$ cat src/rtl/lsu_pkg.sv
// Shared types for the LSU-to-TileLink host: bus opcodes, RV32I width codes, FSM states.
package lsu_pkg;
  localparam logic [2:0] TL_GET      = 3'b100;
  localparam logic [2:0] TL_PUT_FULL = 3'b000;
  localparam logic [2:0] TL_ACK      = 3'b000;
  localparam logic [2:0] TL_ACK_DATA = 3'b001;

  typedef enum logic [2:0] {
    F3_B  = 3'b000,
    F3_H  = 3'b001,
    F3_W  = 3'b010,
    F3_BU = 3'b100,
    F3_HU = 3'b101
  } funct3_e;

  typedef enum logic [2:0] {
    S_IDLE,
    S_GET,
    S_CAPT,
    S_PUT,
    S_DONE
  } state_e;
endpackage

$ cat src/rtl/lsu_load_align.sv
// Combinational load extract: picks the addressed byte/half of a bus word and sign/zero extends.
module lsu_load_align
  import lsu_pkg::*;
(
  input  logic [31:0] word_i,
  input  logic [1:0]  lane_i,
  input  logic [2:0]  funct3_i,
  output logic [31:0] data_o
);
  logic [7:0]  byte_sel;
  logic [15:0] half_sel;

  always_comb begin
    byte_sel = word_i[7:0];
    case (lane_i)
      2'd1:    byte_sel = word_i[15:8];
      2'd2:    byte_sel = word_i[23:16];
      2'd3:    byte_sel = word_i[31:24];
      default: byte_sel = word_i[7:0];
    endcase
    half_sel = lane_i[1] ? word_i[31:16] : word_i[15:0];

    case (funct3_i)
      F3_B:    data_o = {{24{byte_sel[7]}}, byte_sel};
      F3_BU:   data_o = {24'd0, byte_sel};
      F3_H:    data_o = {{16{half_sel[15]}}, half_sel};
      F3_HU:   data_o = {16'd0, half_sel};
      default: data_o = word_i;
    endcase
  end
endmodule

$ cat src/rtl/lsu_tl_host.sv
// LSU to TileLink-UL host: word GET/PUT_FULL, sub-word stores done as read-modify-write.
// Optional LSU_MISALIGN_TRAP_EN: trap misaligned half/word accesses instead of force-aligning.
module lsu_tl_host
  import lsu_pkg::*;
#(
  parameter int ADDR_W = 12,
  parameter int DATA_W = 32
) (
  input  logic              clk,
  input  logic              rst_n,
  input  logic              lsu_req_i,
  input  logic              lsu_we_i,
  input  logic [2:0]        lsu_funct3_i,
  input  logic [31:0]       lsu_addr_i,
  input  logic [DATA_W-1:0] lsu_wdata_i,
  output logic [DATA_W-1:0] lsu_rdata_o,
  output logic              lsu_done_o,
  output logic              lsu_stall_o,
  output logic              lsu_misalign_o,
  output logic              a_valid_o,
  output logic [ADDR_W-1:0] a_address_o,
  output logic [2:0]        a_opcode_o,
  output logic [DATA_W-1:0] a_data_o,
  output logic [1:0]        a_size_o,
  output logic [1:0]        a_mask_o,
  input  logic              d_valid_i,
  input  logic [2:0]        d_opcode_i,
  input  logic [1:0]        d_size_i,
  input  logic [DATA_W-1:0] d_data_i
);
  state_e            state_q, state_d;
  logic              we_q, we_d;
  logic [2:0]        f3_q, f3_d;
  logic [ADDR_W+1:0] addr_q, addr_d;
  logic [31:0]       data_q, data_d;
  logic [31:0]       rdata_q, rdata_d;
  logic [31:0]       load_data;
  logic [31:0]       merged;
  logic [ADDR_W+1:0] req_addr;
  logic              req_mis;
  logic              unused_d;

  assign req_addr = lsu_addr_i[ADDR_W+1:0];
  assign req_mis  = (lsu_funct3_i[1:0] == 2'b01 && req_addr[0]) ||
                    (lsu_funct3_i[1:0] == 2'b10 && req_addr[1:0] != 2'b00);

  // Response type/size are implied by the request; only d_valid and data matter here.
  assign unused_d = ^{d_opcode_i, d_size_i, TL_ACK, TL_ACK_DATA, lsu_addr_i[31:ADDR_W+2]};

  lsu_load_align u_align (
    .word_i   (d_data_i),
    .lane_i   (addr_q[1:0]),
    .funct3_i (f3_q),
    .data_o   (load_data)
  );

  always_comb begin
    merged = d_data_i;
    case (f3_q[1:0])
      2'b00: merged[8*addr_q[1:0] +: 8] = data_q[7:0];
      2'b01: merged[16*addr_q[1]  +: 16] = data_q[15:0];
      default: merged = data_q;
    endcase
  end

`ifdef LSU_MISALIGN_TRAP_EN
  logic mis_q, mis_d;
`endif

  always_comb begin
    state_d     = state_q;
    we_d        = we_q;
    f3_d        = f3_q;
    addr_d      = addr_q;
    data_d      = data_q;
    rdata_d     = rdata_q;
    a_valid_o   = 1'b0;
    a_opcode_o  = TL_GET;
    a_data_o    = '0;
    lsu_done_o  = 1'b0;
`ifdef LSU_MISALIGN_TRAP_EN
    mis_d       = mis_q;
`endif
    case (state_q)
      S_IDLE: if (lsu_req_i) begin
        we_d   = lsu_we_i;
        f3_d   = lsu_funct3_i;
        data_d = lsu_wdata_i;
`ifdef LSU_MISALIGN_TRAP_EN
        addr_d = req_addr;
        mis_d  = req_mis;
        if (req_mis)                                       state_d = S_DONE;
        else if (lsu_we_i && lsu_funct3_i[1:0] == 2'b10) state_d = S_PUT;
        else                                               state_d = S_GET;
`else
        addr_d = req_addr;
        if (req_mis) addr_d[1:0] = (lsu_funct3_i[1:0] == 2'b01) ? {req_addr[1], 1'b0} : 2'b00;
        if (lsu_we_i && lsu_funct3_i[1:0] == 2'b10) state_d = S_PUT;
        else                                        state_d = S_GET;
`endif
      end
      S_GET: begin
        a_valid_o  = 1'b1;
        a_opcode_o = TL_GET;
        if (d_valid_i) state_d = S_CAPT;
      end
      S_CAPT: begin
        if (we_q) begin
          data_d  = merged;
          state_d = S_PUT;
        end else begin
          rdata_d = load_data;
          state_d = S_DONE;
        end
      end
      S_PUT: begin
        a_valid_o  = 1'b1;
        a_opcode_o = TL_PUT_FULL;
        a_data_o   = data_q;
        if (d_valid_i) state_d = S_DONE;
      end
      S_DONE: begin
        lsu_done_o = 1'b1;
        state_d    = S_IDLE;
`ifdef LSU_MISALIGN_TRAP_EN
        mis_d      = 1'b0;
`endif
      end
      default: state_d = S_IDLE;
    endcase
  end

  always_ff @(posedge clk) begin
    if (!rst_n) begin
      state_q <= S_IDLE;
      we_q    <= 1'b0;
      f3_q    <= 3'd0;
      addr_q  <= '0;
      data_q  <= '0;
      rdata_q <= '0;
`ifdef LSU_MISALIGN_TRAP_EN
      mis_q   <= 1'b0;
`endif
    end else begin
      state_q <= state_d;
      we_q    <= we_d;
      f3_q    <= f3_d;
      addr_q  <= addr_d;
      data_q  <= data_d;
      rdata_q <= rdata_d;
`ifdef LSU_MISALIGN_TRAP_EN
      mis_q   <= mis_d;
`endif
    end
  end

`ifdef LSU_MISALIGN_TRAP_EN
  assign lsu_misalign_o = mis_q && (state_q == S_DONE);
`else
  assign lsu_misalign_o = 1'b0;
`endif

  assign lsu_rdata_o = rdata_q;
  assign lsu_stall_o = lsu_req_i && !lsu_done_o;
  assign a_address_o = addr_q[ADDR_W+1:2];
  assign a_size_o    = 2'b10;
  assign a_mask_o    = 2'b10;
endmodule

$ cat config.mk
export PLATFORM = sky130hd
export DESIGN_NAME = lsu_tl_host
export DESIGN_NICKNAME = d
export VERILOG_FILES = /design/src/rtl/lsu_pkg.sv /design/src/rtl/lsu_load_align.sv /design/src/rtl/lsu_tl_host.sv
export SDC_FILE = /design/constraint.sdc
export NUM_CORES = 1
export LEC_CHECK = 0
export CAP_MARGIN = 10
export CORE_MARGIN = 4
export CORE_UTILIZATION = 39
export CTS_CLUSTER_SIZE = 10
export DETAILED_ROUTE_END_ITERATION = 10
export GPL_ROUTABILITY_DRIVEN = 0
export GPL_TIMING_DRIVEN = 0
export PLACE_DENSITY = 0.77
export SLEW_MARGIN = 15
export SYNTH_ARGS = -nofsm -noshare
export SYNTH_HDL_FRONTEND = slang
export SYNTH_SLANG_ARGS = --single-unit
$ cat constraint.sdc
create_clock -name clk -period 2.5 [get_ports clk]
set_input_delay 0.5 -clock clk [delete_from_list [all_inputs] [get_ports clk]]
set_output_delay 0.5 -clock clk [all_outputs]
set_load 0.02 [all_outputs]
==> flow_summary.yaml <==
status:
  status: "finished, final reports clean"
worst_hold_path:
  hold_path.startpoint: "addr_q[2]"
  holdCritPathClass: "reg2reg"
  whs_path_depth: 2
  holdPathEnd: "addr_q[2]"
timing:
  hold_viol: 0
  rsz0062_at_grt: "false"
  fin_skew_ns: 0.0102
  period_needed_ns: 2.38
  fin_crit_sh: 0.952
  tightest_slew_ns: 0.720
  fin_hold_ws_ns: 0.464
  slew_viol_final: 0
  finalSetupViolations: 0
  relSlewSlack: 0.520
  fmax_mhz: 420
layout:
  nets: 933
  final_util: 0.573
  area_delta_synth_final_pct: 42.8
  drive_above_1_share: 0.0934
  final_cell_area_um2: 7260
  antenna-diode-count: 0
  final_cells: 996
critical_path:
  r2r_start: "addr_q[1]"
  reg2reg_to: "data_q[22]"
  crit_required_ns: 2.00
  critPathMaxFanout: 10
  r2r_cells: 8
  critical_path_arrival_ns: 1.88
  worst_setup_path_start_kind: "flop"
  r2r_setup_slack_ns: 0.24
  critPathKind: "reg2out"
  cp-end-kind: "output port"
place:
  hpwl_mm: 14.3
  dpl_cell_area_um2: 6970
  dp_cells: 980
  numPortBuffers: 165
drt:
  avgViaCountPerCell: 5.76
  first_iter_violations: 580
  vias: 5732
  routed_wl_mm: 19.3
  wl_per_cell_um: 19.4
  drt_first_pass_iters: 5
  route.detailed.drc: 0
  ant_nets: 0
floorplanning:
  die_y_um: 122
  num_rows: 41
  core_um2: 12700
  ios: 196
  die_w_um: 122
  die_area_um2: 14900
  start_util: 0.401
cts:
  cts_root_buffer: "clkbuf_16"
  clock_latency_ns: 0.34
  cts-htree-levels: 3
  cts_tree: "built"
  cts_hold_buf: 0
  clock_path_buffers: 2
  numClockSinks: 85
  post-cts-setup-buffers: 0
  numCtsBuffers: 9
  clk_pin_slew_ns: 0.06
power_and_ir_drop:
  clockPowerShare: 0.325
  switchingPower_uw: 1360
  p_int_uw: 2790
  switching_share: 0.327
  leakage_uw: 0.00296
  p_per_area_nw_per_um2: 572
  p_comb_frac: 0.285
  power_frac_seq: 0.390
  peakVddDrop_mv: 0.312
global_route:
  grt_pass1_vias: 5471
  grt_max_degree: 16
  grt_pass1_wl_mm: 29.6
  grt.overflow.total: 0
  antenna_found_initial: 0
  grt.total_usage: 0.254
yosys:
  synth_warnings: 0
  synth_cells: 638
  syn_area_um2: 5080
  synth_area_per_cell_um2: 7.96
  synth_cell_types: 53
  seq_area_frac_synth: 0.335
  ys_ff_latch: 85
flow_run:
  maxCapViolCount: 0
sequential cells by signal, summed over array words and instances (netlist names):
register	count
addr_q	14
data_q	32
f3_q	3
lsu_rdata_o	32
state_q	3
we_q	1
cells by family (layout without fill, tap and decap cells):
logic type,count (synthesis),after routing,synth area share
AO/OA/AOI/OAI,259,259,0.346
AND/OR/NAND/NOR,175,175,0.172
buffers and inverters,89,270,0.0869
flip-flops,85,85,0.335
multiplexers,23,23,0.0458
adder cells (fa/ha/maj),5,5,0.0123
other,2,7,0.00148
through the flow:
stage	worst slack, ns	TNS (ns)	power, uW
2_1_floorplan	0.356	0	2280
3_3_place_gp	-0.131	-1.92	2780
3_5_place_dp	-0.149	-2.76	2790
4_1_cts	0.0600	0	4130
5_1_grt	0.0135	0	4330
6_report	0.119	0	4150
power groups by stage:
stage | combinational, uW | sequential (uW) | clock [uW]
after global routing | 1280 | 1630 | 1420
final | 1180 | 1620 | 1350
after CTS | 1170 | 1610 | 1350
after floorplan | 635 | 1650 | 0
after detailed placement | 1150 | 1640 | 0
after global placement | 1140 | 1640 | 0
cells in the mapped netlist, drive strengths merged:
cell	count	area share
o211ai	7	0.010
nand4	1	0.0012
nand2	77	0.057
conb	2	0.0015
o21a	7	0.010
and3b	2	0.0034
inv	13	0.0096
a21boi	26	0.038
nor3	3	0.0030
a31o	1	0.0017
o31ai	8	0.012
and3	32	0.039
a221o	8	0.016
a22oi	11	0.016
mux2i	21	0.041
buf	41	0.051
o21ai	44	0.043
o2111ai	1	0.0017
clkinv	1	0.00074
nand2b	12	0.015
nor2	19	0.016
o22ai	4	0.0049
a311oi	8	0.014
a21oi	69	0.069
a211oi	17	0.027
a2111o	1	0.0022
a22o	3	0.0052
a2111oi	1	0.0017
nand3	11	0.011
nor3b	4	0.0069
ha	5	0.012
o221ai	7	0.012
nor4bb	2	0.0039
a221oi	21	0.036
nor2b	6	0.0089
a31oi	6	0.0074
clkbuf	34	0.025
and2	1	0.0012
or3	5	0.0062
o211a	8	0.016
dfxtp	85	0.33
mux2	2	0.0044
o21bai	1	0.0015
layout by cell type (no fill, tap or decap), types with 4 or more instances in the layout:
| cell | Yosys | layout |
|---|---|---|
| clkdlybuf4s50_1 | 0 | 134 |
| dfxtp_1 | 85 | 84 |
| nand2_1 | 77 | 77 |
| a21oi_1 | 68 | 68 |
| o21ai_0 | 43 | 43 |
| and3_1 | 32 | 32 |
| dlygate4sd2_1 | 0 | 30 |
| clkbuf_1 | 34 | 27 |
| a21boi_0 | 25 | 25 |
| buf_4 | 21 | 21 |
| mux2i_1 | 21 | 21 |
| a221oi_1 | 21 | 21 |
| buf_2 | 17 | 17 |
| nor2_1 | 16 | 16 |
| a211oi_1 | 15 | 14 |
| inv_1 | 13 | 13 |
| nand2b_1 | 12 | 12 |
| a22oi_1 | 11 | 11 |
| nand3_1 | 11 | 11 |
| clkbuf_16 | 0 | 9 |
| a311oi_1 | 8 | 8 |
| o31ai_1 | 8 | 8 |
| a221o_1 | 8 | 8 |
| o211a_1 | 8 | 8 |
| clkbuf_2 | 0 | 7 |
| o211ai_1 | 7 | 7 |
| o21a_1 | 7 | 7 |
| o221ai_1 | 7 | 7 |
| conb_1 | 2 | 7 |
| a31oi_1 | 6 | 6 |
| nor2b_1 | 5 | 5 |
| or3_1 | 5 | 5 |
| ha_1 | 5 | 5 |
| o22ai_1 | 4 | 4 |
| clkinvlp_4 | 0 | 4 |
worst max-delay path, cell delays in order, from the launching register on:
cell and delay [ns]:
dfxtp_1 0.37, clkbuf_2 0.20, nor3b_1 0.30, clkdlybuf4s50_1 0.67
layer usage:
layer  vias up  track usage  wire [um]
li1       2721            -          -
met3        70       0.0543       1710
met5         -            0          0
met2       325        0.388       8390
met4         0        0.115        961
met1      2616        0.345       8240
area by class of cell:
| cell class | count | area [um^2] |
|---|---|---|
| Buffer | 75 | 402 |
| Clock buffer | 9 | 225 |
| Clock inverter | 7 | 73.8 |
| Fill cell | 1212 | 5420 |
| Inverter | 14 | 55.1 |
| Multi-Input combinational cell | 469 | 2970 |
| Sequential cell | 85 | 1700 |
| Tap cell | 172 | 215 |
| Timing Repair Buffer | 165 | 1620 |
worst max-delay path by stage:
stage	from	to	slack [ns]	depth (start not counted)
after global placement	lsu_req_i	data_q[21]	-0.13	6
after global routing	lsu_req_i	data_q[22]	0.01	6
after CTS	addr_q[1]	data_q[18]	0.06	8
after floorplan	addr_q[1]	lsu_rdata_o[21]	0.36	9
after detailed placement	lsu_req_i	data_q[27]	-0.15	6
final	state_q[1]	lsu_done_o	0.12	3
timing repair:
item / in CTS / in global routing
endpoints found under the setup margin: 47 / 16
resized for setup: 41 / 4
pin swaps: 0 / 0
Power figures use the tool's default switching activity.
==> RTL edit 1: new RTL, same flow settings <==
Re-encode `state_e` (5 states) as one-hot, 5 bits wide.
--- a/src/rtl/lsu_pkg.sv
+++ b/src/rtl/lsu_pkg.sv
@@ -15,8 +15,8 @@
 
-  typedef enum logic [2:0] {
-    S_IDLE,
-    S_GET,
-    S_CAPT,
-    S_PUT,
-    S_DONE
+  typedef enum logic [4:0] {
+    S_IDLE = 5'b00001,
+    S_GET  = 5'b00010,
+    S_CAPT = 5'b00100,
+    S_PUT  = 5'b01000,
+    S_DONE = 5'b10000
   } state_e;
Formal check against the unedited RTL: same outputs for any inputs over 4 cycles, from zero or initial values and one cycle with rst_n low; so few cycles prove little.
==> RTL edit 1 against the unedited design <==
  * Combinational power rose by 58%
  * Global-route usage decreased by 0.60 points
  * Via count grew 0.73%
  * Non-clock buffer count decreased by 4
  * Total power rose by 26%
  * Routed wire length fell by 0.60%
  * Setup slack got worse by 0.027 ns
  * Design area is 0.34% higher
  * Sequential cell count rose by 2
  * Clock power increased by 16%
  * Clock skew shrank 0.00065 ns
  * Area after synthesis grew 0.32%
  * Count of clock-buffer cells in the layout rose by 2
  * Fmax decreased by 1.1%
  * Largest power group is now combinational cells
==> RTL edit 1: results (changes against the unedited design) <==
metric,value,unit,change
M1 WL,7669,um,-6.9%
VDD IR max,0.4081,mV,+31%
Setup WS pre-CTS,-0.6447,ns,-0.4961 ns
Worst Clk Skew,0.009554,ns,-0.0006451 ns
vias in the first global route,5652,,+3.3%
largest net degree at the start of global routing,19,,+3
gr usage total,24.84,%,-0.60 points
"Distinct cells, synth",65,,+23%
reg2reg path depth,7,,-1
asr flop ratio synth,0,%,unchanged
Initial DRC Count,692,,+19%
Leakage,2.733,nW,-7.6%
Met3 Wirelength,2235,um,+30%
Slew HR,44.17,%,-7.8 points
RR Startpoint,addr_q[0]$_SDFFE_PN0P_,,
crit path DAT,1.91,ns,+0.03 ns
DRT Pass-1 Iters,7,,+2
number of nets in the layout,914,,-2.0%
Total Routed Length,19190,um,-0.60%
R2R setup slack,0.19,ns,-0.05 ns
Area contributors post-synth,"dfxtp_1 34%, nand2_1 6.1%, a221oi_1 4.3%",,
share of synthesized area occupied by flip-flops and latches,34.18,%,+0.68 points
clock root buffer,clkbuf_16,,
Hold EP,addr_q[9]$_SDFFE_PN0P_,,
Worst R2R End,data_q[18]$_SDFFE_PN0P_,,
share of cells above drive strength 1,12.05,%,+2.7 points
CP max-delay cell,dfxtp_1,,
Post-DP HPWL,14840,um,+3.6%
outcome,"finished, final reports clean",,
total number of vias,5774,,+0.73%
met2 wire len,8718,um,+3.9%
Worst path max stage delay,0.34,ns,-0.33 ns
Max Buffers Root-to-Sink,2,,unchanged
min-delay src,addr_q[9]$_SDFFE_PN0P_,,
"top cells by count, synth","87 x dfxtp_1, 83 x nand2_1, 41 x a21oi_1",,
CTS H-tree depth,3,,unchanged
Layout fillers,1180,,-2.6%
first-pass GRT wire length,29430,um,-0.42%
[RTL edit 1: cell count changes in the layout (fill, tap and decap cells not counted), sizes merged, moves of 12 or more]
cell / before / now
and3: 32 / 2
a21oi: 69 / 41
and2: 1 / 29
a21boi: 26 / 1
dlygate4sd2: 30 / 13
o21ai: 44 / 28
a32o: 0 / 14
a221oi: 21 / 33
a31oi: 6 / 18
mux2i: 21 / 9
[RTL edit 1: power by group]
group | total [mW] | switching [mW] | internal [mW]
sequential | 1.78 | 0.185 | 1.59
combinational | 1.87 | 1.08 | 0.792
clock | 1.57 | 0.564 | 1.01
[RTL edit 1: worst min-delay path, cell delays in order, from the launching register on]
cell and delay, ns:
dfxtp_1 0.31, nand2_1 0.05, a21oi_1 0.05
[RTL edit 1: through the flow]
stage / area, um^2 / setup TNS (ns) / cells / hold WS, ns
after detailed placement: 6982 / -31.58 / 963 / 0.4507
after floorplan: 5115 / 0 / 626 / 0.4367
after CTS: 7308 / 0 / 977 / 0.4593
after global placement: 6982 / -25.44 / 963 / 0.4423
final: 7281 / 0 / 977 / 0.4561
after global routing: 7281 / 0 / 977 / 0.4688
[RTL edit 1: how the worst max path moves through the flow]
stage	to	from	slack, ns
4_1_cts	a_data_o[12]	state_q[0]$_SDFFE_PN1P_	0.02
2_1_floorplan	lsu_rdata_o[23]$_SDFFE_PN0P_	addr_q[1]$_SDFFE_PN0P_	0.08
5_1_grt	a_data_o[30]	state_q[2]$_SDFFE_PN0P_	0.0002
6_report	a_data_o[30]	state_q[0]$_SDFFE_PN1P_	0.09
3_5_place_dp	lsu_rdata_o[25]$_SDFFE_PN0P_	addr_q[1]$_SDFFE_PN0P_	-0.64
3_3_place_gp	lsu_rdata_o[25]$_SDFFE_PN0P_	addr_q[1]$_SDFFE_PN0P_	-0.54
[RTL edit 1: final cells by class]
class,count,area (um^2),share of cell area (%)
well taps,172,215.2,2.956
clock inverters,5,103.9,1.426
inverters,17,63.81,0.8764
multi-input cells,449,2969,40.78
repair buffers,166,1565,21.50
plain buffers,70,379.1,5.207
flip-flops and latches,87,1742,23.92
clock buffers,11,242.7,3.334
[RTL edit 1: metal layers]
layer,vias to the layer above,GRT usage (%)
met1,2683,31.25
met5,-,0
met3,63,8.065
met4,0,7.768
met2,369,40.47
li1,2659,-
[RTL edit 1: cells by family after synthesis]
kind of cell / after synthesis / synth area share (%)
adders and majority gates: 5 / 1.228
AOI/OAI and AO/OA: 224 / 33.56
buffers and inverters: 90 / 8.642
and+or+nand+nor: 202 / 20.13
xor gates and xnor gates: 2 / 0.3438
DFF: 87 / 34.18
other: 2 / 0.1474
muxes: 9 / 1.768
[RTL edit 1: what timing repair did]
action	CTS	global route
resized for setup	46	38
setup endpoints to repair	97	59
pin swaps	0	1
buffers inserted	0	1
==> RTL edit 2: new RTL, same settings <==
Without the edit above. Set the parameter `ADDR_W` to 11 (it was 12).
--- a/src/rtl/lsu_tl_host.sv
+++ b/src/rtl/lsu_tl_host.sv
@@ -5,3 +5,3 @@
 #(
-  parameter int ADDR_W = 12,
+  parameter int ADDR_W = 11,
   parameter int DATA_W = 32
Ports: changed (resized a_address_o); port bits go from 196 to 195. The function was not compared with the original's and may differ.
==> RTL edit 2 against the unedited design <==
  * Total power is 0.28% higher
  * Area after synthesis fell by 0.37%
  * Setup slack worse by 0.0076 ns
  * Sequential power is 2% lower
  * First-iteration DRC count is 4.7% higher
  * Final cell count increased by 1.2%
  * Design area increased by 0.10%
  * Register-to-register slack got worse by 0.11 ns
  * Routed wire length decreased by 3.2%
  * Sequential cell count shrank 1
  * Core utilization rose by 0.059 points
  * Critical path type unchanged
  * Largest cell class unchanged
  * Highest routed layer unchanged
==> RTL edit 2: results (changes against the unedited design) <==
metric,value,unit,change
Placed Area,6927,um^2,-0.56%
Worst Clk Skew,0.01130,ns,+0.001105 ns
port bufs,163,,-1.2%
gr usage total,24.82,%,-0.62 points
Min Hold Slack,0.4623,ns,-0.001433 ns
"Distinct cells, synth",51,,-3.8%
min-delay src,addr_q[6]$_SDFFE_PN0P_,,
Seq pwr share,38.0,%,-1.0 points
"top cells by count, synth","84 x dfxtp_1, 78 x nand2_1, 64 x o21ai_0",,
Worst R2R End,lsu_rdata_o[1]$_SDFFE_PN0P_,,
CTS resizes,46,,+12%
Hold EP,addr_q[6]$_SDFFE_PN0P_,,
reg2reg path depth,10,,+2
VDD IR max,0.4005,mV,+28%
WL per Instance,18.55,um,-4.3%
Slew HR,61.93,%,+10 points
"Avg Cell Area, Syn",7.774,um^2,-2.4%
first-pass GRT wire length,28880,um,-2.3%
outcome,"finished, final reports clean",,
vias in the first global route,5497,,+0.48%
share of synthesized area occupied by flip-flops and latches,33.23,%,-0.27 points
post-CTS setup repair buffer count,1,,+1
total number of vias,5649,,-1.4%
R2R setup slack,0.13,ns,-0.11 ns
switching power,1.329,mW,-2.0%
share of cells above drive strength 1,9.091,%,-0.25 points
Vias/cell,5.604,,-2.6%
Layout fillers,1265,,+4.4%
[RTL edit 2: cell types whose count changed in the layout (fill, tap and decap cells not counted), sizes merged, moves of 14 or more]
| cell | change |
|---|---|
| a211oi | -14 |
| nor3b | +15 |
| a21oi | -16 |
| o21ai | +22 |
| a31oi | +15 |
[RTL edit 2: area by class of cell]
class	instances	area, um^2	share of cell area, %
clock inverters	5	57.56	0.7924
plain buffers	76	441.7	6.081
inverters	17	67.56	0.9302
flip-flops and latches	84	1683	23.17
multi-input cells	479	2939	40.47
repair buffers	164	1607	22.12
clock buffers	11	252.7	3.480
well taps	172	215.2	2.963
[RTL edit 2: kinds of logic (layout without fill, tap and decap cells)]
group | after synthesis | count (layout) | share of synthesized area (%)
buffers and inverters | 93 | 273 | 9.468
other | 2 | 7 | 0.1484
muxes | 17 | 17 | 3.436
and+or+nand+nor | 209 | 209 | 21.38
AOI/OAI and AO/OA | 241 | 241 | 31.10
DFF | 84 | 84 | 33.23
adders and majority gates | 5 | 5 | 1.236
[RTL edit 2: metal layers]
| metal | vias to the layer above | GRT usage (%) | wire length (um) |
|---|---|---|---|
| met5 | - | 0 | 0 |
| met2 | 302 | 38.40 | 8191 |
| met4 | 0 | 8.824 | 614 |
| met3 | 55 | 6.871 | 1858 |
| li1 | 2710 | - | - |
| met1 | 2582 | 33.27 | 8031 |
[RTL edit 2: tightest hold or removal path, cell delays in order (launching register included)]
cell      delay, ns
dfxtp_1        0.31
nand2_1        0.04
a21boi_0       0.06
[RTL edit 2: through the flow]
stage / TNS [ns] / power (mW)
6_report: 0 / 4.160
5_1_grt: 0 / 4.355
4_1_cts: 0 / 4.163
3_5_place_dp: -9.790 / 2.761
3_3_place_gp: -7.154 / 2.747
2_1_floorplan: 0 / 2.262
